$ cat src/rtl/day8_sort_sequencer_if.sv
// Window request/response channel between the sort sequencer (master) and the sort engine (slave).
// A request is taken on valid & ready; the engine later pulses win_done for that window.
interface day8_sort_sequencer_if #(
    parameter int unsigned ADDR_W = 19
);
    logic              win_valid;
    logic              win_ready;
    logic [ADDR_W-1:0] win_addr;
    logic [6:0]        win_len;
    logic              win_done;
    logic              win_swapped;

    modport master (
        output win_valid,
        output win_addr,
        output win_len,
        input  win_ready,
        input  win_done,
        input  win_swapped
    );

    modport slave (
        input  win_valid,
        input  win_addr,
        input  win_len,
        output win_ready,
        output win_done,
        output win_swapped
    );
endinterface

$ cat src/rtl/day8_sort_sequencer.sv
// Steps overlapping windows across the pair-distance table, one at a time, and repeats whole
// passes until a pass makes no swaps or the pass cap is reached.
module day8_sort_sequencer #(
    parameter int unsigned TABLE_HEIGHT = 499500,
    parameter int unsigned WINDOW       = 62,
    parameter int unsigned OVERLAP      = 4,
    parameter int unsigned MAX_PASSES   = 8612,
    parameter int unsigned ADDR_W       = 19,
    parameter int unsigned PASS_W       = 14
) (
    input  logic                  clk,
    input  logic                  rst_n,
    input  logic                  start,
    day8_sort_sequencer_if.master win,
    output logic                  busy,
    output logic                  done,
    output logic                  converged,
    output logic [PASS_W-1:0]     pass_count
);
    localparam int unsigned SumW = ADDR_W + 1;
    localparam logic [SumW-1:0]   TableH  = SumW'(TABLE_HEIGHT);
    localparam logic [SumW-1:0]   WinW    = SumW'(WINDOW);
    localparam logic [SumW-1:0]   Step    = SumW'(WINDOW - OVERLAP);
    localparam logic [PASS_W-1:0] MaxPass = PASS_W'(MAX_PASSES);

    typedef enum logic [2:0] {StIdle, StIssue, StWait, StPassEnd, StDone} state_e;

    state_e            state_q, state_d;
    logic [ADDR_W-1:0] addr_q, addr_d;
    logic [6:0]        len_q, len_d;
    logic              valid_q, valid_d;
    logic              dirty_q, dirty_d;
    logic              busy_q, busy_d;
    logic              done_q, done_d;
    logic              conv_q, conv_d;
    logic [PASS_W-1:0] pass_q, pass_d;

    logic [SumW-1:0] addr_ext, addr_step;
    logic            last_win;

    // Window length is the table remainder, clipped to the engine width.
    function automatic logic [6:0] len_of(logic [SumW-1:0] a);
        logic [SumW-1:0] rem;
        rem = TableH - a;
        return 7'((rem > WinW) ? WinW : rem);
    endfunction

    assign addr_ext  = {1'b0, addr_q};
    assign addr_step = addr_ext + Step;
    assign last_win  = (addr_ext + WinW) >= TableH;

    always_comb begin
        state_d = state_q;
        addr_d  = addr_q;
        len_d   = len_q;
        valid_d = valid_q;
        dirty_d = dirty_q;
        busy_d  = busy_q;
        done_d  = 1'b0;
        conv_d  = conv_q;
        pass_d  = pass_q;
        unique case (state_q)
            StIdle: begin
                if (start) begin
                    state_d = StIssue;
                    addr_d  = '0;
                    len_d   = len_of('0);
                    pass_d  = '0;
                    dirty_d = 1'b0;
                    conv_d  = 1'b0;
                    busy_d  = 1'b1;
                    valid_d = 1'b1;
                end
            end
            StIssue: begin
                if (win.win_ready) begin
                    state_d = StWait;
                    valid_d = 1'b0;
                end
            end
            StWait: begin
                if (win.win_done) begin
                    dirty_d = dirty_q | win.win_swapped;
                    if (last_win) begin
                        state_d = StPassEnd;
                    end else begin
                        state_d = StIssue;
                        addr_d  = addr_step[ADDR_W-1:0];
                        len_d   = len_of(addr_step);
                        valid_d = 1'b1;
                    end
                end
            end
            StPassEnd: begin
                if (pass_q != MaxPass) pass_d = pass_q + 1'b1;
                if (!dirty_q) begin
                    state_d = StDone;
                    done_d  = 1'b1;
                    busy_d  = 1'b0;
                    conv_d  = 1'b1;
                end else if ((pass_q + 1'b1) == MaxPass) begin
                    state_d = StDone;
                    done_d  = 1'b1;
                    busy_d  = 1'b0;
                    conv_d  = 1'b0;
                end else begin
                    state_d = StIssue;
                    addr_d  = '0;
                    len_d   = len_of('0);
                    dirty_d = 1'b0;
                    valid_d = 1'b1;
                end
            end
            StDone: state_d = StIdle;
            default: state_d = StIdle;
        endcase
    end

    always_ff @(posedge clk) begin
        if (!rst_n) begin
            state_q <= StIdle;
            addr_q  <= '0;
            len_q   <= '0;
            valid_q <= 1'b0;
            dirty_q <= 1'b0;
            busy_q  <= 1'b0;
            done_q  <= 1'b0;
            conv_q  <= 1'b0;
            pass_q  <= '0;
        end else begin
            state_q <= state_d;
            addr_q  <= addr_d;
            len_q   <= len_d;
            valid_q <= valid_d;
            dirty_q <= dirty_d;
            busy_q  <= busy_d;
            done_q  <= done_d;
            conv_q  <= conv_d;
            pass_q  <= pass_d;
        end
    end

    assign win.win_valid = valid_q;
    assign win.win_addr  = addr_q;
    assign win.win_len   = len_q;
    assign busy          = busy_q;
    assign done          = done_q;
    assign converged     = conv_q;
    assign pass_count    = pass_q;
endmodule
$ cat src/flat_wrapper.sv
// flat-port wrapper written by rule: the top's interface ports become plain ports
module day8_sort_sequencer_flat 
#(
    parameter int unsigned TABLE_HEIGHT = 499500,
    parameter int unsigned WINDOW       = 62,
    parameter int unsigned OVERLAP      = 4,
    parameter int unsigned MAX_PASSES   = 8612,
    parameter int unsigned ADDR_W       = 19,
    parameter int unsigned PASS_W       = 14
)
  (clk, rst_n, start, busy, done, converged, pass_count, win_win_valid, win_win_addr, win_win_len, win_win_ready, win_win_done, win_win_swapped);
  day8_sort_sequencer_if #(.ADDR_W(ADDR_W)) win_i ();
  input  logic clk;
  input  logic rst_n;
  input  logic start;
  output logic busy;
  output logic done;
  output logic converged;
  output logic [PASS_W-1:0] pass_count;
  output wire logic [$bits(win_i.win_valid)-1:0] win_win_valid;
  output wire logic [$bits(win_i.win_addr)-1:0] win_win_addr;
  output wire logic [$bits(win_i.win_len)-1:0] win_win_len;
  input wire logic [$bits(win_i.win_ready)-1:0] win_win_ready;
  input wire logic [$bits(win_i.win_done)-1:0] win_win_done;
  input wire logic [$bits(win_i.win_swapped)-1:0] win_win_swapped;
  assign win_win_valid = win_i.win_valid;
  assign win_win_addr = win_i.win_addr;
  assign win_win_len = win_i.win_len;
  assign win_i.win_ready = win_win_ready;
  assign win_i.win_done = win_win_done;
  assign win_i.win_swapped = win_win_swapped;
  day8_sort_sequencer #(.TABLE_HEIGHT(TABLE_HEIGHT), .WINDOW(WINDOW), .OVERLAP(OVERLAP), .MAX_PASSES(MAX_PASSES), .ADDR_W(ADDR_W), .PASS_W(PASS_W)) u_core (.clk(clk), .rst_n(rst_n), .start(start), .win(win_i), .busy(busy), .done(done), .converged(converged), .pass_count(pass_count));
endmodule
$ cat config.mk
export PLATFORM = sky130hd
export DESIGN_NAME = day8_sort_sequencer_flat
export DESIGN_NICKNAME = d
export VERILOG_FILES = /design/src/rtl/day8_sort_sequencer_if.sv /design/src/rtl/day8_sort_sequencer.sv /design/src/flat_wrapper.sv
export SDC_FILE = /design/constraint.sdc
export NUM_CORES = 1
export LEC_CHECK = 0
export ABC_AREA = 1
export CORE_MARGIN = 2
export CORE_UTILIZATION = 50
export CTS_CLUSTER_DIAMETER = 80
export CTS_CLUSTER_SIZE = 8
export DETAILED_ROUTE_END_ITERATION = 6
export GPL_TIMING_DRIVEN = 0
export PLACE_DENSITY = 0.74
export SLEW_MARGIN = 10
export SYNTH_ARGS = -nofsm -noshare
export SYNTH_HDL_FRONTEND = slang
export SYNTH_SLANG_ARGS = --single-unit
$ cat constraint.sdc
create_clock -name clk -period 2.39 [get_ports clk]
set_input_delay 0.478 -clock clk [delete_from_list [all_inputs] [get_ports clk]]
set_output_delay 0.478 -clock clk [all_outputs]
set_load 0.02 [all_outputs]
==> summary.md, run 1 <==
| Metric | Value |
|---|---|
| Status | `completed` |
| Fraction of registers with async set/reset | `0` |
| Util after Layout | `0.690` |
| Max Slew Vio Count | `0` |
| Antenna Violating Nets Remaining | `0` |
| Placed cell area | `0.00425 mm²` |
| CP max stage delay | `390 ps` |
| Hold_buf cts | `0` |
| DIE WIDTH | `89.4 µm` |
| Leak pwr | `2.17 nW` |
| Worst Setup Start Kind | `flip-flop` |
| NetSw | `1.42 mW` |
| EDFF count, synth | `0` |
| Layout Skew | `7.30 ps` |
| Reg power frac | `0.304` |
| PortBufs | `48` |
| Ratio of cells with drive above 1 in the final layout | `0.200` |
| Max IR drop VDD | `0.362 mV` |
| Post-Syn Area | `0.00364 mm²` |
| Crit path cell chain | `nor2_4 -> nand3_4 -> buf_6 -> nand2_1 -> nand2_1 -> nand2_1 -> nand2_1 -> nor2_4 -> nand3_1 -> nand2_1 -> nand3_1 -> nand2_1 -> nand3_2 -> nor2_4 -> nand3_1 -> nand2_1 -> inv_1` |
| Reg2reg start | `u_core.win.win_addr[5]$_SDFFE_PN0P_` |
| Row cnt | `31` |
| Detailed placement HPWL | `7.69 mm` |
| Min-delay src | `u_core.win.win_len[6]$_SDFFE_PN0P_` |
| Syn avg cell area | `5.77 µm²` |
| Net count, final | `722` |
| Pre-CTS WS | `-190 ps` |
| Depth of the CTS H-tree | `2` |
| Initial Utilization | `0.511` |
| Crit-path slowest cell | `dfxtp_4` |
| Worst EP required | `2610 ps` |
| Via count | `4353` |
| Ant. Diodes | `0` |
| Wire per inst | `14.1 µm` |
| Vias per inst | `5.38` |
| Die Ht | `89.4 µm` |
| PD cells | `656 mW/mm²` |
| Worst setup margin | `98.3 ps` |
| Comb pwr share | `0.509` |
| Largest net degree at the start of global routing | `15` |
| Sequential element share of the synthesized area | `0.258` |
| Commonest non-fill, non-tap cell in the layout | `nand2_1` |
| F_max | `436 MHz` |
| DIE AREA | `0.00799 mm²` |
| Initial antenna violation count | `0` |
| Synth warn | `0` |
| Core Region | `0.00714 mm²` |
| Vias in the first global route | `3730` |
| CTS Buffer Depth | `2` |
| Post-synthesis cell count | `631` |
| CTS Buf Count | `5` |
| Least-Margin Pin Slew | `601 ps` |
| Synth top area share | `0.258` |
| Top Ports | `50` |
| Min Hold Slack | `452 ps` |
| Synth unique cells | `37` |
| Synth top area cells | `dfxtp_1, nand2_1, nor2_1, nand3_1, inv_1` |
| Final Critical Period | `2290 ps` |
| Most Frequent Cell on Critical Path | `nand2_1` |
| Tot GR Track Use | `0.267` |
| Final-report setup violation count | `0` |
| Period Utilization, post-route | `0.959` |
| Inst Count DP | `778` |
| Crit path from | `u_core.win.win_addr[5]$_SDFFE_PN0P_` |
| Post-synthesis register bit count | `47` |
| Worst Path Buf+Inv | `2` |
| Drt total wl | `11.4 mm` |
| Clk root buf | `clkbuf_8` |
| TritonCTS clock tree | `done` |
| Area Growth Syn to Fin | `35.1%` |
| Remaining routing DRC violations | `0` |
| Syn_nets | `643` |
| Post-route cell area | `0.00492 mm²` |
| Worst min path class | `reg2reg` |
| Detailed Route Iter0 Violations | `381` |
| Clk sink count | `47` |
| Most frequent cells in the layout | `nand2_1, nor2_1, inv_1` |
| Routability cong. | `0.928` |
| Clock share of power | `0.187` |
| Crit Path Max Fanout | `6` |
| Crit path kind | `reg2reg` |
| Drt pass-1 iters | `6` |
| Slew HR | `0.599` |
| RSZ-0062 raised after global routing | `true` |
| Crit end category | `flip-flop` |
| GR Overflow Total | `0` |
| P_int | `1.81 mW` |
| Yosys top cell by area | `dfxtp_1` |
| Dominant synthesized flop cell | `dfxtp_1` |
| First-pass GRT wire length | `16.7 mm` |
| Clock latency on the worst-skew pair | `310 ps` |
| CP top delay family | `simple AND/OR/NAND/NOR gates` |
| Fin cells | `809` |
| FILL cells | `632` |
| Sw frac | `0.440` |
| Worst EP arrival | `2510 ps` |
| MaxCap Viol Count | `0` |
| Clock-pin slew on the worst setup and hold paths | `100 ps` |
| Final Hold Fails | `0` |
==> kinds of logic (layout without fill, tap and decap cells) <==
logic type                 count (synthesis)  count (layout)  synth area share
and+or+nand+nor                          417             419             0.509
buffers and inverters                     92             169             0.103
AOI/OAI and AO/OA                         61              61            0.0917
DFF                                       47              47             0.258
xor gates and xnor gates                   7               7            0.0168
adders and majority gates                  6               6            0.0206
other                                      1               1           0.00103
==> path summary, 6_finish.rpt <==
path	end	slack [ps]	depth (start not counted)
setup reg to reg	u_core.win.win_len[4]$_SDFFE_PN0P_	100	17
setup / recovery	u_core.win.win_len[4]$_SDFFE_PN0P_	100	17
hold / removal	u_core.win.win_len[6]$_SDFFE_PN0P_	450	2
hold reg to reg	u_core.win.win_len[6]$_SDFFE_PN0P_	450	2
==> synth_stat cells, types with 2 or more instances <==
| library cell | count |
|---|---|
| dfxtp_1 | 47 |
| inv_2 | 5 |
| clkinv_1 | 2 |
| nand3_2 | 6 |
| nand3b_1 | 2 |
| nand4_1 | 16 |
| nand2_1 | 213 |
| buf_6 | 2 |
| ha_1 | 6 |
| nor2_2 | 5 |
| a22oi_1 | 2 |
| buf_4 | 3 |
| clkbuf_1 | 7 |
| xor2_1 | 6 |
| o21ai_2 | 2 |
| nand2_2 | 10 |
| nor2_1 | 90 |
| buf_2 | 3 |
| nor3_1 | 6 |
| a21oi_1 | 27 |
| nand3_1 | 53 |
| or2_2 | 5 |
| o21ai_1 | 17 |
| o21ai_0 | 7 |
| inv_1 | 70 |
| nor2_4 | 8 |
==> sequential cells by signal (all words and copies together) (netlist names), 3 cells and up <==
| register | flops |
|---|---|
| u_core.win.win_len | 7 |
| u_core.state_q | 3 |
| u_core.pass_count | 14 |
| u_core.win.win_addr | 18 |
==> power groups by stage <==
stage                     Sequential [mW]  Clock (mW)  Combinational (mW)
final                               0.982       0.604                1.64
after floorplan                      1.05           0               0.822
after CTS                           0.964       0.607                1.29
after detailed placement            0.979           0                1.27
after global placement              0.975           0                1.25
after global routing                0.993       0.633                1.79
==> worst min-delay path, stage by stage, from the launching register on <==
cell	delay [ps]
dfxtp_1	320
nand2_1	60
nor2_1	30
==> repair_timing <==
action | 4_1_cts | 5_1_grt
gates cloned | 0 | 4
resized for setup | 7 | 97
buffers inserted | 0 | 20
pin swaps | 0 | 22
setup endpoints to repair | 26 | 27
==> per-stage QoR <==
stage	power [mW]	setup TNS (ps)
detailed placement	2.25	-3960
CTS	2.86	0
global placement	2.22	-2470
finish	3.23	0
floorplan	1.87	0
global route	3.42	-518
==> metal layers <==
| layer | global-route usage | share of wire |
|---|---|---|
| met5 | 0 | 0 |
| met1 | 0.330 | 0.42 |
| met2 | 0.490 | 0.50 |
| met4 | 0.0692 | 0.026 |
| met3 | 0.0286 | 0.053 |
==> final cells by class <==
| cell class | count | area [µm²] | share of cell area |
|---|---|---|---|
| multi-input cells | 494 | 2620 | 0.532 |
| clock buffers | 5 | 68.8 | 0.0140 |
| inverters | 77 | 302 | 0.0613 |
| clock inverters | 2 | 37.5 | 0.00763 |
| flip-flops and latches | 47 | 972 | 0.198 |
| well taps | 99 | 124 | 0.0252 |
| repair buffers | 70 | 684 | 0.139 |
| plain buffers | 15 | 115 | 0.0234 |
(Power assumes the default switching activity.)
==> inputs of run 2 (changes only) <==
- ABC_AREA: 1 -> default
- CORE_UTILIZATION: 50 -> 45
- PLACE_DENSITY: 0.74 -> 0.67
==> summary.md, run 2 <==
| Metric | Value |
|---|---|
| Max Slew Vio Count | `0 (unchanged)` |
| P_int | `1.26 mW (was 1.81 mW)` |
| Ratio of cells with drive above 1 in the final layout | `0.266 (was 0.200)` |
| Detailed placement HPWL | `8.14 mm (was 7.69 mm)` |
| Worst Setup Start Kind | `flip-flop (unchanged)` |
| NetSw | `0.588 mW (was 1.42 mW)` |
| Vias per inst | `6.23 (was 5.38)` |
| Crit Path Max Fanout | `5 (was 6)` |
| Commonest non-fill, non-tap cell in the layout | `nand2_1 (unchanged)` |
| F_max | `330 MHz (was 436 MHz)` |
| Post-synthesis cell count | `495 (was 631)` |
| Synth unique cells | `71 (was 37)` |
| Tot GR Track Use | `0.286 (was 0.267)` |
| Comb pwr share | `0.272 (was 0.509)` |
| RSZ-0062 raised after global routing | `true (unchanged)` |
| Min-delay src | `u_core.converged$_SDFFE_PN0P_ (was u_core.win.win_len[6]$_SDFFE_PN0P_)` |
| Ant. Diodes | `0 (unchanged)` |
| EDFF count, synth | `0 (unchanged)` |
| Crit end category | `flip-flop (unchanged)` |
| Yosys top cell by area | `dfxtp_1 (unchanged)` |
| Drt pass-1 iters | `6 (unchanged)` |
| Crit path from | `u_core.win.win_addr[1]$_SDFFE_PN0P_ (was u_core.win.win_addr[5]$_SDFFE_PN0P_)` |
| Most frequent cells in the layout | `nand2_1, clkdlybuf4s50_1, a21oi_1 (was nand2_1, nor2_1, inv_1)` |
| Syn avg cell area | `7.11 µm² (was 5.77 µm²)` |
| Crit path kind | `reg2reg (unchanged)` |
| Syn_nets | `507 (was 643)` |
| Most numerous cell in the Yosys netlist | `nand2_1 (unchanged)` |
| Reg2reg start | `u_core.win.win_addr[1]$_SDFFE_PN0P_ (was u_core.win.win_addr[5]$_SDFFE_PN0P_)` |
| Detailed Route Iter0 Violations | `268 (was 381)` |
| Worst EP required | `2620 ps (was 2610 ps)` |
| Worst min path class | `reg2reg (unchanged)` |
| Synth warn | `0 (unchanged)` |
| Min-Delay Endpoint | `u_core.converged$_SDFFE_PN0P_ (was u_core.win.win_len[6]$_SDFFE_PN0P_)` |
| Depth of the CTS H-tree | `2 (unchanged)` |
| Period Utilization, post-route | `1.27 (was 0.959)` |
| DIE WIDTH | `92.4 µm (was 89.4 µm)` |
| GR Overflow Total | `0 (unchanged)` |
| Post-Syn Area | `0.00352 mm² (was 0.00364 mm²)` |
| TritonCTS clock tree | `done (unchanged)` |
| Layout Skew | `7.50 ps (was 7.30 ps)` |
| Initial Utilization | `0.460 (was 0.511)` |
| Core Region | `0.00765 mm² (was 0.00714 mm²)` |
| PD cells | `356 mW/mm² (was 656 mW/mm²)` |
| Reg power frac | `0.438 (was 0.304)` |
| CTS Buf Count | `5 (unchanged)` |
| Area Growth Syn to Fin | `47.2% (was 35.1%)` |
| Final Critical Period | `3030 ps (was 2290 ps)` |
| Max FFs per register | `18 (unchanged)` |
| Sequential element share of the synthesized area | `0.268 (was 0.258)` |
| FF-to-FF End | `u_core.win.win_addr[7]$_SDFFE_PN0P_ (was u_core.win.win_len[4]$_SDFFE_PN0P_)` |
| MaxCap Viol Count | `0 (unchanged)` |
| Largest net degree at the start of global routing | `16 (was 15)` |
| Clock-pin slew on the worst setup and hold paths | `100 ps (about the same)` |
| Status | `finished, violations left (was completed)` |
| PortBufs | `48 (unchanged)` |
| Remaining routing DRC violations | `0 (unchanged)` |
| Failing checks | `setup timing` |
| Max IR drop VDD | `0.213 mV (was 0.362 mV)` |
| Drt total wl | `12.6 mm (was 11.4 mm)` |
| Top Ports | `50 (unchanged)` |
| Die Ht | `92.4 µm (was 89.4 µm)` |
| Clock share of power | `0.289 (was 0.187)` |
| Antenna Violating Nets Remaining | `0 (unchanged)` |
| Sw frac | `0.319 (was 0.440)` |
| Routability cong. | `0.931 (was 0.928)` |
| First-pass GRT wire length | `20.1 mm (was 16.7 mm)` |
| Min Hold Slack | `485 ps (was 452 ps)` |
| Inst Count DP | `645 (was 778)` |
| Clock latency on the worst-skew pair | `300 ps (was 310 ps)` |
| Clk root buf | `clkbuf_8 (unchanged)` |
| Synth top area share | `0.268 (was 0.258)` |
| CTS Buffer Depth | `2 (unchanged)` |
| Most frequent cells after synthesis | `nand2_1, a21oi_1, dfxtp_1 (was nand2_1, nor2_1, inv_1)` |
| Vias in the first global route | `4056 (was 3730)` |
| Hold_buf cts | `0 (unchanged)` |
| R2R setup slack | `-640 ps (was 100 ps)` |
| Initial antenna violation count | `0 (unchanged)` |
| Leak pwr | `1.83 nW (was 2.17 nW)` |
| Final Hold Fails | `0 (unchanged)` |
| Least-Margin Pin Slew | `740 ps (was 601 ps)` |
| Via count | `4308 (was 4353)` |
| Worst EP arrival | `3260 ps (was 2510 ps)` |
| Fin cells | `692 (was 809)` |
| Hold Path Cell Cnt | `2 (unchanged)` |
| Clk sink count | `47 (unchanged)` |
| Worst setup margin | `-637 ps (was 98.3 ps)` |
| Final-report setup violation count | `27 (was 0)` |
| Post-synthesis register bit count | `47 (unchanged)` |
| Reg2reg path depth | `12 (was 17)` |
| Slew HR | `0.504 (was 0.599)` |
| Wire per inst | `18.2 µm (was 14.1 µm)` |
| Fraction of registers with async set/reset | `0 (unchanged)` |
| DIE AREA | `0.00854 mm² (was 0.00799 mm²)` |
| Net count, final | `601 (was 722)` |
| Row cnt | `32 (was 31)` |
| Synth top area cells | `dfxtp_1, a21oi_1, o21ai_0, nand2_1, nor2_1 (was dfxtp_1, nand2_1, nor2_1, nand3_1, inv_1)` |
| Dominant synthesized flop cell | `dfxtp_1 (unchanged)` |
| Pwr Total | `1.84 mW (was 3.23 mW)` |
[run 2: how the worst max path moves through the flow]
stage | slack, ps | to
3_3_place_gp | -1300 | u_core.win.win_addr[7]$_SDFFE_PN0P_
2_1_floorplan | -330 | u_core.win.win_addr[4]$_SDFFE_PN0P_
5_1_grt | -780 | u_core.win.win_len[3]$_SDFFE_PN0P_
3_5_place_dp | -1320 | u_core.win.win_addr[7]$_SDFFE_PN0P_
4_1_cts | -520 | u_core.win.win_addr[7]$_SDFFE_PN0P_
6_report | -640 | u_core.win.win_addr[7]$_SDFFE_PN0P_
[run 2: repair_timing]
item / CTS / global route
setup endpoints to repair: 41 / 41
setup buffers: 39 / 5
pin swaps: 29 / 7
gates resized for setup: 88 / 16
gates cloned: 3 / 1
[run 2: power by group through the flow]
stage | registers [mW] | logic (mW) | clock network [mW]
final | 0.809 | 0.502 | 0.534
after global routing | 0.812 | 0.529 | 0.575
after CTS | 0.806 | 0.477 | 0.547
after detailed placement | 0.831 | 0.331 | 0
after global placement | 0.831 | 0.330 | 0
after floorplan | 0.851 | 0.193 | 0
[run 2: critical path, stage by stage, from the launching register on]
cell and delay (ps):
dfxtp_4 390, buf_4 150, nor2_1 120, a2111oi_2 440, xnor2_1 210, a31o_2 220
o31ai_4 90, a32oi_2 260, o211ai_1 110, buf_4 160, buf_6 110, or4_4 520
a21oi_4 170
[run 2: per-stage QoR]
| step | TNS, ps | util | area (µm²) | setup WS [ps] |
|---|---|---|---|---|
| 2_1_floorplan | -7730 | - | 3680 | -332 |
| 3_3_place_gp | -34550 | 0.560 | 4290 | -1300 |
| 3_5_place_dp | -35020 | 0.560 | 4290 | -1320 |
| 4_1_cts | -11520 | 0.663 | 5070 | -525 |
| 5_1_grt | -17410 | 0.677 | 5180 | -781 |
| 6_report | -14140 | 0.677 | 5180 | -637 |
[run 2: cell families after synthesis]
logic type,share of synthesized area
multiplexers,0.00320
buffers and inverters,0.0598
other,0.00107
adder cells (fa/ha/maj),0.0213
AND/OR/NAND/NOR,0.326
flip-flops,0.268
AO/OA/AOI/OAI,0.271
XOR/XNOR,0.0498
[run 2: final cells by class]
| type | count | area, µm² |
|---|---|---|
| Clock inverter | 2 | 15.0 |
| Clock buffer | 6 | 82.6 |
| Timing Repair Buffer | 96 | 926 |
| Multi-Input combinational cell | 398 | 2740 |
| Sequential cell | 47 | 990 |
| Buffer | 30 | 245 |
| Inverter | 11 | 53.8 |
| Fill cell | 649 | 2470 |
| Tap cell | 102 | 128 |
[run 2: layer usage]
layer  vias to the layer above  share of wire  global-route usage  wire [µm]
li1                       1999              -                   -          -
met3                        53          0.065              0.0325        820
met5                         -              0                   0          0
met4                         0          0.038               0.109        481
met1                      2032           0.41               0.357       5130
met2                       224           0.49               0.502       6160
==> inputs of run 3 (changes only) <==
- CORE_UTILIZATION: 45 -> 40
- PLACE_DENSITY: 0.67 -> 0.61
==> summary.md, run 3 (synthesized netlist as in run 2, its figures left out) <==
| Metric | Value |
|---|---|
| Detailed placement HPWL | `8.17 mm (was 8.14 mm)` |
| Initial antenna violation count | `0 (unchanged)` |
| First-pass GRT wire length | `20.2 mm (was 20.1 mm)` |
| Worst EP arrival | `3240 ps (was 3260 ps)` |
| Max Slew Vio Count | `0 (unchanged)` |
| Worst min path class | `reg2reg (unchanged)` |
| Commonest non-fill, non-tap cell in the layout | `nand2_1 (unchanged)` |
| Most frequent cells in the layout | `nand2_1, clkdlybuf4s50_1, buf_4 (was nand2_1, clkdlybuf4s50_1, a21oi_1)` |
| Clock latency on the worst-skew pair | `310 ps (was 300 ps)` |
| Net count, final | `608 (was 601)` |
| Reg2reg path depth | `11 (was 12)` |
| Min Hold Slack | `488 ps (was 485 ps)` |
| GR Overflow Total | `0 (unchanged)` |
| CTS Buffer Depth | `2 (unchanged)` |
| Core Region | `0.00864 mm² (was 0.00765 mm²)` |
| Initial Utilization | `0.407 (was 0.460)` |
| TritonCTS clock tree | `done (unchanged)` |
| Ant. Diodes | `0 (unchanged)` |
| Pre-CTS WS | `-1290 ps (was -1320 ps)` |
| Die Ht | `97.8 µm (was 92.4 µm)` |
| Fin cells | `705 (was 692)` |
| Tot GR Track Use | `0.256 (was 0.286)` |
| Ratio of cells with drive above 1 in the final layout | `0.305 (was 0.266)` |
| Via count | `4349 (was 4308)` |
| FF-to-FF End | `u_core.win.win_addr[7]$_SDFFE_PN0P_ (unchanged)` |
| Reg2reg start | `u_core.win.win_addr[4]$_SDFFE_PN0P_ (was u_core.win.win_addr[1]$_SDFFE_PN0P_)` |
| MaxCap Viol Count | `0 (unchanged)` |
| DIE WIDTH | `97.8 µm (was 92.4 µm)` |
| Crit Path Max Fanout | `9 (was 5)` |
| Routability cong. | `0.896 (was 0.931)` |
| Antenna Violating Nets Remaining | `0 (unchanged)` |
| Failing checks | `setup timing (unchanged)` |
| Inst Count DP | `651 (was 645)` |
| Worst setup margin | `-608 ps (was -637 ps)` |
| Setup_tns | `-12440 ps (was -14140 ps)` |
| Final Hold Fails | `0 (unchanged)` |
| Slew HR | `0.353 (was 0.504)` |
| Final-report setup violation count | `27 (unchanged)` |
| Hold_buf cts | `0 (unchanged)` |
| Remaining routing DRC violations | `0 (unchanged)` |
| CTS Buf Count | `5 (unchanged)` |
| Pwr Total | `1.92 mW (was 1.84 mW)` |
| Area Growth Syn to Fin | `51.8% (was 47.2%)` |
| Clk sink count | `47 (unchanged)` |
| Clk root buf | `clkbuf_8 (unchanged)` |
| Wire per inst | `18.2 µm (about the same)` |
| Depth of the CTS H-tree | `2 (unchanged)` |
| Worst EP required | `2630 ps (was 2620 ps)` |
| RSZ-0062 raised after global routing | `true (unchanged)` |
| Leak pwr | `1.87 nW (was 1.83 nW)` |
| Min-Delay Endpoint | `u_core.dirty_q$_SDFFE_PN0P_ (was u_core.converged$_SDFFE_PN0P_)` |
| Period Utilization, post-route | `1.25 (was 1.27)` |
| Vias per inst | `6.17 (was 6.23)` |
| Layout Skew | `17.3 ps (was 7.50 ps)` |
| Crit end category | `flip-flop (unchanged)` |
| Min-delay src | `u_core.dirty_q$_SDFFE_PN0P_ (was u_core.converged$_SDFFE_PN0P_)` |
| Row cnt | `34 (was 32)` |
| PortBufs | `48 (unchanged)` |
| Detailed Route Iter0 Violations | `303 (was 268)` |
| Drt pass-1 iters | `5 (was 6)` |
| Largest net degree at the start of global routing | `15 (was 16)` |
| Vias in the first global route | `4063 (was 4056)` |
| Hold Path Cell Cnt | `2 (unchanged)` |
| Max FFs per register | `18 (unchanged)` |
| Clock-pin slew on the worst setup and hold paths | `110 ps (was 100 ps)` |
| Drt total wl | `12.8 mm (was 12.6 mm)` |
| Worst Setup Start Kind | `flip-flop (unchanged)` |
| F_max | `334 MHz (was 330 MHz)` |
| PD cells | `360 mW/mm² (was 356 mW/mm²)` |
| Least-Margin Pin Slew | `971 ps (was 740 ps)` |
| Top Ports | `50 (unchanged)` |
| Status | `finished, violations left (unchanged)` |
| Final Critical Period | `3000 ps (was 3030 ps)` |
| DIE AREA | `0.00956 mm² (was 0.00854 mm²)` |
| R2R setup slack | `-610 ps (was -640 ps)` |
| Max IR drop VDD | `0.240 mV (was 0.213 mV)` |
| Crit path kind | `reg2reg (unchanged)` |
run 3: cell type report:
type | count | area [µm²]
Timing Repair Buffer | 103 | 975
Inverter | 11 | 51.3
Buffer | 30 | 268
Sequential cell | 47 | 987
Tap cell | 108 | 135
Clock buffer | 8 | 101
Fill cell | 761 | 3300
Multi-Input combinational cell | 398 | 2820
run 3: worst max-delay path by stage:
stage	to	depth (start not counted)	start	slack [ps]
CTS	u_core.win.win_len[5]$_SDFFE_PN0P_	10	u_core.win.win_addr[1]$_SDFFE_PN0P_	-530
finish	u_core.win.win_addr[7]$_SDFFE_PN0P_	11	u_core.win.win_addr[4]$_SDFFE_PN0P_	-610
detailed placement	u_core.win.win_addr[6]$_SDFFE_PN0P_	12	u_core.win.win_addr[1]$_SDFFE_PN0P_	-1290
global placement	u_core.win.win_addr[7]$_SDFFE_PN0P_	12	u_core.win.win_addr[1]$_SDFFE_PN0P_	-1320
floorplan	u_core.win.win_addr[4]$_SDFFE_PN0P_	12	u_core.win.win_addr[1]$_SDFFE_PN0P_	-330
global route	u_core.win.win_addr[7]$_SDFFE_PN0P_	15	u_core.win.win_addr[1]$_SDFFE_PN0P_	-670
run 3: power breakdown:
part           internal [mW]  switching [mW]  total, mW
logic                  0.248           0.293      0.541
clock network          0.272           0.296      0.568
registers              0.793          0.0184      0.811
total                   1.31           0.607       1.92
run 3: through the flow:
step / utilization / cell area, µm²
after detailed placement: 0.497 / 4290
after floorplan: - / 3680
final: 0.618 / 5340
after global routing: 0.618 / 5340
after CTS: 0.594 / 5130
after global placement: 0.497 / 4290
run 3: layer usage:
| metal | wire length [µm] | vias up | track usage | part of all wire |
|---|---|---|---|---|
| met5 | 0 | - | 0 | 0 |
| met4 | 488 | 0 | 0.119 | 0.038 |
| met3 | 660 | 38 | 0.0243 | 0.051 |
| met2 | 6250 | 203 | 0.431 | 0.49 |
| met1 | 5440 | 2096 | 0.330 | 0.42 |
| li1 | - | 2012 | - | - |
run 3: timing repair:
item | 4_1_cts | 5_1_grt
setup buffers | 43 | 9
resized for setup | 97 | 31
pin swaps | 40 | 16
cloned | 3 | 1
endpoints found under the setup margin | 41 | 31
run 3: critical path: stages, from the launching register on:
cell and delay (ps):
dfxtp_4 370, buf_8 130, or3_4 440, o221a_4 310, o221ai_4 210, o31ai_4 110
a32oi_2 240, o211ai_1 140, buf_4 170, buf_6 120, or4_4 510, a21oi_2 170
